## src/rtl/irq_ctrl_pkg.sv

```systemverilog
// Shared definitions for the interrupt controller: register offsets,
// register-select decode and the ID-to-onehot helper.
package irq_ctrl_pkg;

  localparam int ID_W = 5;

  localparam logic [31:0] ADDR_PENDING   = 32'h0000_0000;
  localparam logic [31:0] ADDR_ENABLE    = 32'h0000_0004;
  localparam logic [31:0] ADDR_EDGE      = 32'h0000_0008;
  localparam logic [31:0] ADDR_CLAIM     = 32'h0000_000C;
  localparam logic [31:0] ADDR_INSERVICE = 32'h0000_0010;

  typedef enum logic [2:0] {
    REG_PENDING,
    REG_ENABLE,
    REG_EDGE,
    REG_CLAIM,
    REG_INSERVICE,
    REG_NONE
  } reg_sel_e;

  // Word index (byte address bits [31:2]) to register select.
  function automatic reg_sel_e decode_addr(input logic [29:0] widx);
    case (widx)
      ADDR_PENDING[31:2]:   return REG_PENDING;
      ADDR_ENABLE[31:2]:    return REG_ENABLE;
      ADDR_EDGE[31:2]:      return REG_EDGE;
      ADDR_CLAIM[31:2]:     return REG_CLAIM;
      ADDR_INSERVICE[31:2]: return REG_INSERVICE;
      default:              return REG_NONE;
    endcase
  endfunction

  // ID n (1-based) maps to bit n-1; ID 0 maps to no bit.
  function automatic logic [31:0] id_to_onehot(input logic [ID_W-1:0] id);
    logic [31:0] oh;
    oh = '0;
    if (id != '0) oh[id - ID_W'(1)] = 1'b1;
    return oh;
  endfunction

endpackage

```

## src/rtl/irq_prio_enc.sv

```systemverilog
// Fixed-priority find-first-set: the lowest set request index wins.
module irq_prio_enc
  import irq_ctrl_pkg::*;
#(
  parameter int N = 8
) (
  input  logic [N-1:0]    req,
  output logic            valid,
  output logic [ID_W-1:0] idx
);

  always_comb begin
    // NOTE: every output gets a default before the loop so no latch is inferred.
    valid = 1'b0;
    idx   = '0;
    // Walk from the top down so the last hit, the lowest index, sticks.
    for (int i = N - 1; i >= 0; i--) begin
      if (req[i]) begin
        valid = 1'b1;
        idx   = ID_W'(i);
      end
    end
  end

endmodule

```

## src/rtl/irq_ctrl.sv

```systemverilog
// Interrupt controller: per-source enable, edge/level pending, fixed-priority
// claim/complete, programmed over the shared c_* configuration bus.
module irq_ctrl
  import irq_ctrl_pkg::*;
#(
  parameter int NSRC = 8,
  parameter int SYNC = 2
) (
  input  logic            c_clk,
  input  logic            c_rstb,
  input  logic [NSRC-1:0] src,
  output logic            irq_out,
  output logic            c_ready,
  output logic [31:0]     c_rdata,
  input  logic [31:0]     c_wdata,
  input  logic            c_write,
  input  logic [31:0]     c_addr,
  input  logic [1:0]      c_size,
  input  logic            c_valid
);

  logic [NSRC-1:0] s, s_d;
  logic [NSRC-1:0] enable_q, edge_q, inservice_q, pend_edge_q, pend_edge_d;
  logic [NSRC-1:0] pending, eligible, w1c_clr, edge_chg, claim_oh, cmp_clr;
  logic [31:0]     claim_oh32, cmp_oh32, wdata_sh, rd_word;
  logic [4:0]      sh;
  logic            acc, claim_fire, cmp_fire, win_valid;
  logic [ID_W-1:0] win_idx;
  reg_sel_e        sel;
  logic            unused_size;

  // Byte lanes come from c_addr[1:0]; the size field carries no information.
  assign unused_size = ^c_size;

  for (genvar i = 0; i < NSRC; i++) begin : g_sync
    logic [SYNC-1:0] chain;
    always_ff @(posedge c_clk or negedge c_rstb) begin
      if (!c_rstb) chain <= '0;
      else         chain <= {chain[SYNC-2:0], src[i]};
    end
    assign s[i] = chain[SYNC-1];
  end

  assign acc      = c_valid & ~c_ready;
  assign sel      = decode_addr(c_addr[31:2]);
  assign sh       = {c_addr[1:0], 3'b000};
  assign wdata_sh = c_wdata << sh;

  assign pending  = (pend_edge_q & edge_q) | (s & ~edge_q);
  assign eligible = pending & enable_q & ~inservice_q;

  irq_prio_enc #(.N(NSRC)) u_prio (
    .req   (eligible),
    .valid (win_valid),
    .idx   (win_idx)
  );

  assign claim_fire = acc & ~c_write & (sel == REG_CLAIM) & win_valid;
  assign claim_oh32 = id_to_onehot(win_idx + ID_W'(1));
  assign claim_oh   = claim_fire ? claim_oh32[NSRC-1:0] : '0;

  // The whole shifted word is range-checked so aliases like 0x21 never complete ID 1.
  assign cmp_fire = acc & c_write & (sel == REG_CLAIM)
                  & (wdata_sh >= 32'd1) & (wdata_sh <= 32'(NSRC));
  assign cmp_oh32 = id_to_onehot(wdata_sh[ID_W-1:0]);
  assign cmp_clr  = cmp_fire ? (cmp_oh32[NSRC-1:0] & inservice_q) : '0;

  assign w1c_clr  = (acc & c_write & (sel == REG_PENDING)) ? wdata_sh[NSRC-1:0] : '0;
  assign edge_chg = (acc & c_write & (sel == REG_EDGE))
                  ? (wdata_sh[NSRC-1:0] ^ edge_q) : '0;

  // A new edge is ORed in after the clears so it is never lost.
  assign pend_edge_d = (pend_edge_q & ~(w1c_clr | claim_oh | edge_chg))
                     | (s & ~s_d & edge_q);

  always_comb begin
    rd_word = '0;
    case (sel)
      REG_PENDING:   rd_word = 32'(pending);
      REG_ENABLE:    rd_word = 32'(enable_q);
      REG_EDGE:      rd_word = 32'(edge_q);
      REG_CLAIM:     rd_word = win_valid ? (32'(win_idx) + 32'd1) : 32'd0;
      REG_INSERVICE: rd_word = 32'(inservice_q);
      default:       rd_word = '0;
    endcase
  end

  // NOTE: state registers use non-blocking assignments so every flop samples
  // pre-edge values, independent of statement order.
  always_ff @(posedge c_clk or negedge c_rstb) begin
    if (!c_rstb) begin
      s_d         <= '0;
      enable_q    <= '0;
      edge_q      <= '0;
      inservice_q <= '0;
      pend_edge_q <= '0;
      irq_out     <= 1'b0;
      c_ready     <= 1'b0;
      c_rdata     <= '0;
    end else begin
      s_d         <= s;
      pend_edge_q <= pend_edge_d;
      inservice_q <= (inservice_q | claim_oh) & ~cmp_clr;
      irq_out     <= |eligible;
      c_ready     <= c_valid;
      if (acc && c_write) begin
        case (sel)
          REG_ENABLE: enable_q <= wdata_sh[NSRC-1:0];
          REG_EDGE:   edge_q   <= wdata_sh[NSRC-1:0];
          default:    ;
        endcase
      end
      if (acc && !c_write) c_rdata <= rd_word >> sh;
    end
  end

endmodule

```

## config.mk

```make
export PLATFORM = sky130hd
export DESIGN_NAME = irq_ctrl
export DESIGN_NICKNAME = d
export VERILOG_FILES = /design/src/rtl/irq_ctrl_pkg.sv /design/src/rtl/irq_prio_enc.sv /design/src/rtl/irq_ctrl.sv
export SDC_FILE = /design/constraint.sdc
export NUM_CORES = 1
export LEC_CHECK = 0
export ABC_AREA = 0
export CAP_MARGIN = 0
export CORE_MARGIN = 3
export CORE_UTILIZATION = 50
export CTS_BUF_LIST = sky130_fd_sc_hd__clkbuf_2
export DETAILED_ROUTE_END_ITERATION = 6
export GPL_TIMING_DRIVEN = 0
export PLACE_DENSITY = 0.84
export REMOVE_ABC_BUFFERS = 1
export SYNTH_ARGS = -nofsm -noshare
export SYNTH_HDL_FRONTEND = slang
export SYNTH_SLANG_ARGS = --single-unit
```

## constraint.sdc

```tcl
create_clock -name c_clk -period 5.05 [get_ports c_clk]
set_input_delay 0.7575 -clock c_clk [delete_from_list [all_inputs] [get_ports c_clk]]
set_output_delay 0.7575 -clock c_clk [all_outputs]
set_load 0.01 [all_outputs]
```

=== After elaboration in Yosys (flattened, before gate mapping) ===
Index checks and enable logic that the tools add are counted.

* Register bits: 90
* Output and inout port bits: 34
* Logic and storage cells: 109

* Mux-type cells: 29
* Add/subtract/negate cells: 4
* Equality and inequality tests: 8
* Bitwise gates (word level): 32
* Reductions and logical operators: 12
* Shift operators: 2
* $lt $le $gt $ge: 6

{| class="wikitable"
|+ Operators with widths
! kind !! number
|-
| $pmux W32 S5 || 1
|-
| $and A8 B8 Y8 || 9
|-
| $eq A30 B2 Y1 const B || 2
|-
| $mux W8 || 6
|-
| $not A8 Y8 || 5
|-
| $or A8 B8 Y8 || 5
|-
| $ge A32 B1 Y1 const B || 1
|-
| $le A32 B4 Y1 const B || 1
|-
| $shl A32 B5 Y32 || 1
|-
| $shr A32 B5 Y32 || 1
|-
| $eq A30 B1 Y1 const B || 1
|-
| $eq A30 B3 Y1 const B || 1
|-
| $logic_not A30 Y1 || 1
|-
| $mux W3 || 8
|-
| $pmux W3 S5 || 1
|-
| $lt A5 B6 Y1 const B || 2
|-
| $and A1 B1 Y1 || 10
|-
| $demux W1 S5 || 2
|-
| $ge A5 B1 Y1 const B || 2
|-
| $mux W1 || 10
|-
| $reduce_bool A5 Y1 || 2
|-
| $sub A5 B1 Y5 const B || 2
|-
| $reduce_or A8 Y1 || 1
|-
| $xor A8 B8 Y8 || 1
|-
| other kinds (11) || 17
|}

=== Longest topological paths before layout ===
Gate-level depths: netlist (run 1).

* Depth after elaboration: 26
* Mapped depth: 11
* Mapped depth without buffers: 11

=== Cells and area by module ===
A second synthesis (run 1) with hierarchy kept.

* Cell total of the unflattened synthesis: 384
* Area, all modules: 3718.6 µm²

{| class="wikitable"
|+ By module, submodules not included
! module !! instances !! area an instance (µm²) !! cells each
|-
| irq_ctrl || 1 || 3619.7 || 368
|-
| irq_prio_enc || 1 || 98.8 || 16
|}

=== Worst setup path after synthesis (run 1) ===
No wires, ideal clock.

* Path kind: reg-to-reg
* From: reg edge_q[6]
* To: reg pend_edge_q[4]
* Arrival time: 2.408 ns
* Path slack: 2.500 ns
* Stages on the path, launching flop included: 12
* Cells stage by stage: dfrtp_1 mux2_2 a211oi_1 o2111ai_1 and2_1 inv_1 ha_1 nand2_1 nor2_1 nand4b_1 mux2i_1 o21ai_0

* Cells in the longest elaborated chain, start to end: 25
* Elaborated cells between the ends (all ways): 36

{| class="wikitable"
|+ Ends and longest elaborated chain
! element !! line !! RTL
|-
| start, declared || irq_ctrl.sv:23 || <nowiki>logic [NSRC-1:0] enable_q, edge_q, inservice_q, pend_edge_q, pend_edge_d;</nowiki>
|-
| start signal, assigned || irq_ctrl.sv:109 || <nowiki>REG_EDGE: edge_q <= wdata_sh[NSRC-1:0];</nowiki>
|-
| $not A8 Y8 || irq_ctrl.sv:49 || <nowiki>assign pending = (pend_edge_q & edge_q) | (s & ~edge_q);</nowiki>
|-
| $and A8 B8 Y8 || irq_ctrl.sv:49 ||
|-
| $or A8 B8 Y8 (*) || irq_ctrl.sv:49 ||
|-
| $and A8 B8 Y8 (*) (2 in a row) || irq_ctrl.sv:50 || <nowiki>assign eligible = pending & enable_q & ~inservice_q;</nowiki>
|-
| $mux W3 (7 in a row) || irq_prio_enc.sv:18 || <nowiki>if (req[i]) begin</nowiki>
|-
| $add A5 B1 Y5 || irq_ctrl.sv:59 || <nowiki>assign claim_oh32 = id_to_onehot(win_idx + ID_W'(1));</nowiki>
|-
| $sub A5 B1 Y5 || irq_ctrl_pkg.sv:38 || <nowiki>if (id != '0) oh[id - ID_W'(1)] = 1'b1;</nowiki>
|-
| $lt A5 B6 Y1 (not written as such) or $ge A5 B1 Y1 (tied branches) || irq_ctrl_pkg.sv:38 ||
|-
| [... 2 more ...] || - ||
|-
| $demux W1 S5 || irq_ctrl_pkg.sv:38 ||
|-
| $mux W8 || irq_ctrl_pkg.sv:38 ||
|-
| $mux W8 (*) || irq_ctrl.sv:60 || <nowiki>assign claim_oh = claim_fire ? claim_oh32[NSRC-1:0] : '0;</nowiki>
|-
| $or A8 B8 Y8 (*) (2 in a row) || irq_ctrl.sv:73 || <nowiki>assign pend_edge_d = (pend_edge_q & ~(w1c_clr | claim_oh | edge_chg))</nowiki>
|-
| $not A8 Y8 (*) || irq_ctrl.sv:73 ||
|-
| $and A8 B8 Y8 (*) || irq_ctrl.sv:73 ||
|-
| $or A8 B8 Y8 (*) || irq_ctrl.sv:74 || <nowiki>| (s & ~s_d & edge_q);</nowiki>
|-
| via pend_edge_d[4] || irq_ctrl.sv:23 ||
|-
| end signal, assigned || irq_ctrl.sv:102 || <nowiki>pend_edge_q <= pend_edge_d;</nowiki>
|-
| end, declared || irq_ctrl.sv:23 ||
|}

Mark *: on every way through the listed nets, which the timed path passes. The rest lies on a longest branch.
A chain may end at the register's enable or synchronous reset.

=== Final worst setup path (run 1) ===
Ends and elaborated chain as after synthesis.

==> results of run 1 <==
[path summary, 6_finish.rpt]
kind / startpoint / endpoint / slack, ns
hold reg to reg: g_sync[0].chain[0] / g_sync[0].chain[1] / 0.37
min in group c_clk: g_sync[0].chain[0] / g_sync[0].chain[1] / 0.37
hold / removal: c_rstb / c_rdata[1] / 0.26
setup / recovery: edge_q[6] / pend_edge_q[4] / 1.78
setup reg to reg: edge_q[6] / pend_edge_q[4] / 1.78
max in group asynchronous: c_rstb / s_d[0] / 4.22
[metal layers]
layer  GRT usage  part of all wire  vias to the layer above
li1            -                 -                     1518
met1       0.299              0.40                     1620
met2       0.389              0.48                      168
met3      0.0577             0.085                       30
met4      0.0952             0.029                        0
met5           0                 0                        -
[cells by family after synthesis]
| group | after synthesis | share of synthesized area |
|---|---|---|
| AOI/OAI and AO/OA | 92 | 0.169 |
| DFF | 66 | 0.437 |
| other | 1 | 0.000992 |
| muxes | 21 | 0.0603 |
| adders and majority gates | 5 | 0.0166 |
| buffers and inverters | 49 | 0.0735 |
| xor gates and xnor gates | 10 | 0.0232 |
| and+or+nand+nor | 139 | 0.220 |
[sequential cells by signal (all words and copies together), names as in the netlist]
register	flops
irq_out	1
c_ready	1
g_sync.chain	16
enable_q	8
c_rdata	8
edge_q	8
inservice_q	8
s_d	8
pend_edge_q	8
[area by class of cell]
class	instances	area (sq um)
clock inverters	7	70.1
clock buffers	9	45.0
well taps	99	124
flip-flops and latches	66	1650
inverters	15	56.3
multi-input cells	291	1940
repair buffers	85	848
fillers	604	2560
[cell usage in the layout, fill, tap and decap left out, types with 6 or more instances in the layout]
cell type and instances:
sky130_fd_sc_hd__a22oi_1 6, sky130_fd_sc_hd__and2_1 6, sky130_fd_sc_hd__clkbuf_2 9, sky130_fd_sc_hd__clkdlybuf4s50_1 84, sky130_fd_sc_hd__conb_1 24, sky130_fd_sc_hd__dfrtp_1 66
sky130_fd_sc_hd__inv_1 15, sky130_fd_sc_hd__mux2_2 14, sky130_fd_sc_hd__mux2i_1 7, sky130_fd_sc_hd__nand2_1 42, sky130_fd_sc_hd__nand2b_1 7, sky130_fd_sc_hd__nand3_1 8
sky130_fd_sc_hd__nor2_1 16, sky130_fd_sc_hd__nor2b_1 6, sky130_fd_sc_hd__nor3b_1 7, sky130_fd_sc_hd__nor4_1 10, sky130_fd_sc_hd__o21ai_0 35
[where the power goes]
group	leakage (nW)	internal (mW)	switching, mW
sequential	0.812	0.539	0.00575
clock	0.0599	0.111	0.208
combinational	1.03	0.0639	0.0566
[Yosys cell counts, types with 3 or more instances]
cell	count	share of area
sky130_fd_sc_hd__a211oi_1	5	0.0099
sky130_fd_sc_hd__a21oi_1	4	0.0053
sky130_fd_sc_hd__a22o_1	4	0.0093
sky130_fd_sc_hd__a22oi_1	6	0.012
sky130_fd_sc_hd__and2_1	6	0.0099
sky130_fd_sc_hd__and3_2	3	0.0060
sky130_fd_sc_hd__buf_2	3	0.0040
sky130_fd_sc_hd__buf_4	24	0.048
sky130_fd_sc_hd__clkbuf_1	6	0.0060
sky130_fd_sc_hd__dfrtp_1	66	0.44
sky130_fd_sc_hd__ha_1	5	0.017
sky130_fd_sc_hd__inv_1	15	0.015
sky130_fd_sc_hd__mux2_2	14	0.042
sky130_fd_sc_hd__mux2i_1	7	0.019
sky130_fd_sc_hd__nand2_1	42	0.042
sky130_fd_sc_hd__nand2b_1	7	0.012
sky130_fd_sc_hd__nand3_1	8	0.011
sky130_fd_sc_hd__nand4_1	3	0.0050
sky130_fd_sc_hd__nor2_1	16	0.016
sky130_fd_sc_hd__nor2b_1	6	0.0099
sky130_fd_sc_hd__nor3_1	4	0.0053
sky130_fd_sc_hd__nor3b_1	7	0.014
sky130_fd_sc_hd__nor3b_2	4	0.013
sky130_fd_sc_hd__nor4_1	10	0.017
sky130_fd_sc_hd__o21a_1	4	0.0079
sky130_fd_sc_hd__o21ai_0	35	0.046
sky130_fd_sc_hd__o22a_1	4	0.0093
sky130_fd_sc_hd__o22ai_1	4	0.0066
sky130_fd_sc_hd__o31a_1	3	0.0070
sky130_fd_sc_hd__or4_4	5	0.015
sky130_fd_sc_hd__xnor2_1	5	0.012
sky130_fd_sc_hd__xor2_1	5	0.012
[metrics by stage]
stage	instances	setup WS (ns)
finish	572	1.78
global route	572	1.44
CTS	572	1.81
detailed placement	556	1.37
global placement	556	1.14
floorplan	372	2.50
==> parameters.txt, run 1 <==
Parameter                              Value

Critical path
  Crit path largest cell delay ... 0.66 ns
  CP Class ... register to register
  CP max-delay cell ... sky130_fd_sc_hd__mux2i_1
  Worst setup SP type ... register
  Worst setup EP type ... register
  Data arrival time at the worst-slack endpoint ... 3.68 ns
  Data required time at the worst endpoint ... 5.46 ns
  Kind of cell adding the most delay to the critical path ... multiplexers
  CP max FO ... 8
  WP depth ... 11
  FF-to-FF path depth ... 11
  Cell-by-cell trace of the critical path ... mux2_2 -> a211oi_1 -> o2111ai_1 -> and2_1 -> inv_1 -> ha_1 -> nand2_1 -> nor2_1 -> nand4b_1 -> mux2i_1 -> o21ai_0
  Buffers plus inverters on the worst setup path ... 1

Global route
  Wire length of the first global-routing pass ... approximately 16,000 um
  Antenna violations before repair ... 0
  Final global-route overflow total ... 0
  Overall Global Routing Usage ... 0.237
  Pin count of the biggest net entering global routing ... 67
  Via count of the first global-routing pass ... ~3,200

Power
  Total power after layout ... 0.984 mW
  Power per unit of standard cell area ... roughly 210 nW/um^2
  Worst vdd ir ... between 0.15 and 0.2 mV
  Leak Pwr ... 1.91 nW

Floorplan
  Number of rows in the core area ... 31
  Starting utilization of the core area ... 0.518
  Die outline width ... 92.9 um
  Number of ports placed on the die boundary ... 112
  Area of the core ... roughly 7300 sq um
  Die Footprint ... 8640 sq um
  Die Y-Extent ... 92.9 um

Worst hold path
  Worst Hold Class ... input pin to asynchronous set/reset pin

Cells and area
  Post-route core utilization ... 0.649
  Ratio of cells with drive above 1 in the final layout ... 0.112
  Post-route cell area ... 4730 sq um
  Area growth from synthesis to final layout ... 25.2%
  Count of nets after finishing ... 551
  # diodes ... 0

Route
  Total Routed Length ... 10,000 um
  DR pass1 iterations ... 5
  Vias after detailed routing ... 3,336
  Average vias per placed instance ... 5.83
  Number of routed nets with antenna violations ... 0
  Starting DRC count in detailed routing ... ~310
  Wire length per cell after detailed routing ... 17.5 um
  Count of unresolved DRC violations after routing ... 0

CTS
  Cts hold-fix bufs ... 0
  Worst-Skew Late Latency ... 0.55 ns
  Post-CTS Setup Inserts ... 0
  CTS max path bufs ... 2
  Register clock-pin slew on the reported worst setup and hold paths ... 0.20 ns
  Buffer cell driving the clock tree root ... sky130_fd_sc_hd__clkbuf_2
  Total clock buffers created by CTS ... 9
  CTS tree ... built
  Level count of the clock H-tree ... 3
  Clock net sink count ... 66
  Number of resized instances in the post-cts repair step ... 0

STA
  Relative slew slack ... 0.233
  Smallest hold slack ... 0.260 ns
  Slew @ Worst Pin ... around 1.1 ns
  Setup-failing EPs final ... 0
  Max Clock Skew ... 0.0240 ns
  RSZ-0062 raised after global routing ... false
  Final number of hold-violating endpoints ... 0
  Fmax ... 306 MHz
  Clock period minus worst slack ... 3.27 ns
  Final clock period utilization by the worst path ... 0.648
  Final-layout setup total negative slack ... 0 ns
  Count of final max-slew check failures ... 0

Yosys
  Predominant post-synthesis flop cell ... sky130_fd_sc_hd__dfrtp_1
  Count of different cell masters after synthesis ... 64
  Number of standard cells after synthesis ... 383
  Post-synth design cell area ... between 3000 and 4000 sq um
  Flop and latch count out of synthesis ... 66
  Average footprint of a synthesized cell ... 9.87 sq um
  Async set or reset register ratio after synthesis ... 1.00
  Ys Warns ... 0
  Portion of the post-synthesis area used by sequential elements ... 0.437
  Number of enable-type register cells in the synthesized netlist ... 0

Run
  Max-cap viol count ... 0

Place
  Global placement routability congestion ... 0.920
  Post-Place Cell Area ... roughly 4600 sq um
  Number of I/O port buffers ... 85
  Placed wire-length estimate ... 7420 um

Outcome
  Outcome ... finished, final reports clean
Power figures use the tool's default switching activity.
==> run 2: changes to the inputs <==
--- a/config.mk
+++ b/config.mk
@@ -8,11 +8,11 @@
 export ABC_AREA = 0
 export CAP_MARGIN = 0
 export CORE_MARGIN = 3
-export CORE_UTILIZATION = 50
+export CORE_UTILIZATION = 49
 export CTS_BUF_LIST = sky130_fd_sc_hd__clkbuf_2
 export DETAILED_ROUTE_END_ITERATION = 6
 export GPL_TIMING_DRIVEN = 0
-export PLACE_DENSITY = 0.84
+export PLACE_DENSITY = 0.83
 export REMOVE_ABC_BUFFERS = 1
 export SYNTH_ARGS = -nofsm -noshare
 export SYNTH_HDL_FRONTEND = slang
==> constraint.sdc (replaced) <==
create_clock -name c_clk -period 3.2 [get_ports c_clk]
set_input_delay 0.48 -clock c_clk [delete_from_list [all_inputs] [get_ports c_clk]]
set_output_delay 0.48 -clock c_clk [all_outputs]
set_load 0.01 [all_outputs]
==> run 2 against run 1 <==
Register-to-register slack got worse by 1.4 ns. Routed wire length decreased by 7.4%. Final cell count decreased by 0.17%. Sequential share of layout area increased by 0.19 points. Hold slack got worse by 0.19 ns. Clock power increased by 18%. Non-clock buffer count unchanged. Clock skew decreased by 0.012 ns. Cell area decreased by 0.53%. Largest power group unchanged.
==> parameters.txt, run 2 (synthesis gave the netlist of run 1 again) <==
Parameter                              Value

Outcome
  Outcome ... finished, final reports clean

Critical path
  Worst setup EP type ... register
  Data required time at the worst endpoint ... 3.60 ns (-1.86 ns)
  CP max FO ... 11 (+3)
  Cell-by-cell trace of the critical path ... clkdlybuf4s50_1 -> nor2b_1 -> nand2_1 -> or4_4 -> nor3b_2 -> a2bb2oi_2
  CP max-delay cell ... sky130_fd_sc_hd__clkdlybuf4s50_1
  CP Class ... input pin to register
  Crit path largest cell delay ... 0.75 ns (+0.09 ns)
  Worst reg-to-reg setup slack ... 0.36 ns (-1.42 ns)
  Data arrival time at the worst-slack endpoint ... 3.26 ns (-0.42 ns)
  Worst setup SP type ... input pin

Power
  Share of total power in the clock network ... 0.265 (-0.059)
  Total power after layout ... 1.43 mW (+45%)
  Leak Pwr ... 1.91 nW (about the same)
  Part of the power in combinational logic ... 0.133 (+0.010)
  Power per unit of standard cell area ... 303 nW/um^2 (+46%)
  Switching Fraction ... 0.268 (-0.00661)
  Seq pwr share ... 0.603 (+0.049)
  Worst vdd ir ... 0.176 mV (+0.13%)
  Int Power ... 1.04 mW (+46%)
  Net Sw Power ... 0.382 mW (+41%)

Cells and area
  Max reg flops ... 16 (unchanged)
  Leading cell type in the layout, fill and taps excluded ... sky130_fd_sc_hd__clkdlybuf4s50_1
  Layout fillers ... 609 (+0.83%)
  Ratio of cells with drive above 1 in the final layout ... 0.110 (-0.00188)
  Register area ... 1650 sq um (unchanged)
  Count of nets after finishing ... 551 (unchanged)
  Highest-count cells in the layout ignoring fill and taps ... 84 x sky130_fd_sc_hd__clkdlybuf4s50_1, 66 x sky130_fd_sc_hd__dfrtp_1, 42 x sky130_fd_sc_hd__nand2_1, 35 x sky130_fd_sc_hd__o21ai_0, 24 x sky130_fd_sc_hd__conb_1
  Post-route core utilization ... 0.639 (-0.0102)
  Largest Register ... g_sync.chain
  Area growth from synthesis to final layout ... 24.5%
  # diodes ... 0 (unchanged)
  Area of combinational cells with multiple inputs ... 1950 sq um (+0.90%)

STA
  Final clock period utilization by the worst path ... 0.893
  Setup-failing EPs final ... 0 (unchanged)
  Slew @ Worst Pin ... 1.12 ns (-0.0223 ns)
  Smallest hold slack ... 0.0684 ns (-0.191 ns)
  Clock period minus worst slack ... ~2.9 ns
  Max Clock Skew ... 0.0117 ns (-0.0123 ns)
  RSZ-0062 raised after global routing ... false
  Final number of hold-violating endpoints ... 0 (unchanged)
  Count of final max-slew check failures ... 0 (unchanged)
  Relative slew slack ... 0.248 (+0.0149)
  Fmax ... 350 MHz

CTS
  Total clock buffers created by CTS ... 9 (unchanged)
  Level count of the clock H-tree ... 3 (unchanged)
  Cts hold-fix bufs ... 0 (unchanged)
  Register clock-pin slew on the reported worst setup and hold paths ... 0.17 ns (-0.03 ns)
  CTS max path bufs ... 2 (unchanged)
  CTS tree ... built
  Clock net sink count ... 66 (unchanged)
  Worst-Skew Late Latency ... 0.47 ns (-0.08 ns)
  Post-CTS Setup Inserts ... 0 (unchanged)
  Buffer cell driving the clock tree root ... sky130_fd_sc_hd__clkbuf_2
  Number of resized instances in the post-cts repair step ... 1 (+1)

Route
  Total Routed Length ... 9280 um (-7.4%)
  Number of routed nets with antenna violations ... 0 (unchanged)
  Wire length per cell after detailed routing ... 16.2 um (-7.2%)
  DR pass1 iterations ... 5 (unchanged)
  Starting DRC count in detailed routing ... 232 (-25%)
  Average vias per placed instance ... 5.63 (-3.5%)
  Vias after detailed routing ... 3,212 (-3.7%)
  Count of unresolved DRC violations after routing ... 0 (unchanged)

Floorplan
  Starting utilization of the core area ... 0.513 (-0.00545)
  Number of ports placed on the die boundary ... 112 (unchanged)
  Die Y-Extent ... 93.8 um (+0.95%)
  Die Footprint ... 8800 sq um (+1.9%)
  Area of the core ... 7370 sq um (+1.1%)
  Number of rows in the core area ... 31 (unchanged)
  Die outline width ... 93.8 um (+0.95%)

Place
  Number of I/O port buffers ... 85 (unchanged)
  Placed wire-length estimate ... 7040 um (-5.2%)
  Global placement routability congestion ... 0.932 (+1.3%)

Global route
  Overall Global Routing Usage ... 0.217 (-0.0197)
  Pin count of the biggest net entering global routing ... 67 (unchanged)
  Final global-route overflow total ... 0 (unchanged)
  Wire length of the first global-routing pass ... 14,900 um (-5.6%)
  Antenna violations before repair ... 0 (unchanged)
  Via count of the first global-routing pass ... 3,066 (-4.2%)

Run
  Max-cap viol count ... 0 (unchanged)

Worst hold path
  Worst Hold Class ... input pin to asynchronous set/reset pin
run 2: per-layer routing:
layer	GRT usage	vias to the layer above	routed length, um
met5	0	-	0
met4	0.0710	0	132
met3	0.0457	12	724
met2	0.359	134	4470
met1	0.284	1552	3950
li1	-	1514	-
run 2: path summary, 6_finish.rpt:
path,startpoint,end,depth (start not counted)
setup / recovery,c_addr[2],inservice_q[1],6
hold / removal,c_rstb,c_rdata[1],1
setup reg to reg,edge_q[6],pend_edge_q[4],11
hold reg to reg,g_sync[2].chain[0],g_sync[2].chain[1],0
max in group asynchronous,c_rstb,s_d[0],1
min in group c_clk,g_sync[2].chain[0],g_sync[2].chain[1],0
run 2: area by class of cell:
cell class              count  area share
clock buffers              10      0.0106
clock inverters             5     0.00479
inverters                  15      0.0120
multi-input cells         291       0.415
flip-flops and latches     66       0.351
well taps                  99      0.0263
repair buffers             85       0.180
run 2: power groups by stage:
| stage | combinational [mW] | sequential (mW) | clock [mW] |
|---|---|---|---|
| 6_report | 0.189 | 0.859 | 0.377 |
| 5_1_grt | 0.204 | 0.862 | 0.425 |
| 4_1_cts | 0.189 | 0.859 | 0.384 |
| 3_5_place_dp | 0.188 | 0.875 | 0 |
| 3_3_place_gp | 0.185 | 0.873 | 0 |
| 2_1_floorplan | 0.0522 | 0.872 | 0 |
run 2: worst max-delay path, delay by kind of cell:
family / cells / cell delay [ns]
and+or+nand+nor: 4 / 1.86
buffers and inverters: 1 / 0.75
AOI/OAI and AO/OA: 1 / 0.16
run 2: metrics by stage:
stage               setup slack [ns]  cells  setup TNS (ns)  cell area, sq um
finish                         0.342    571               0              4710
global route                   0.117    571               0              4710
CTS                            0.159    571               0              4690
detailed placement            -0.163    556           -1.02              4620
global placement              -0.448    556          -30.42              4620
floorplan                      0.649    372               0              3640
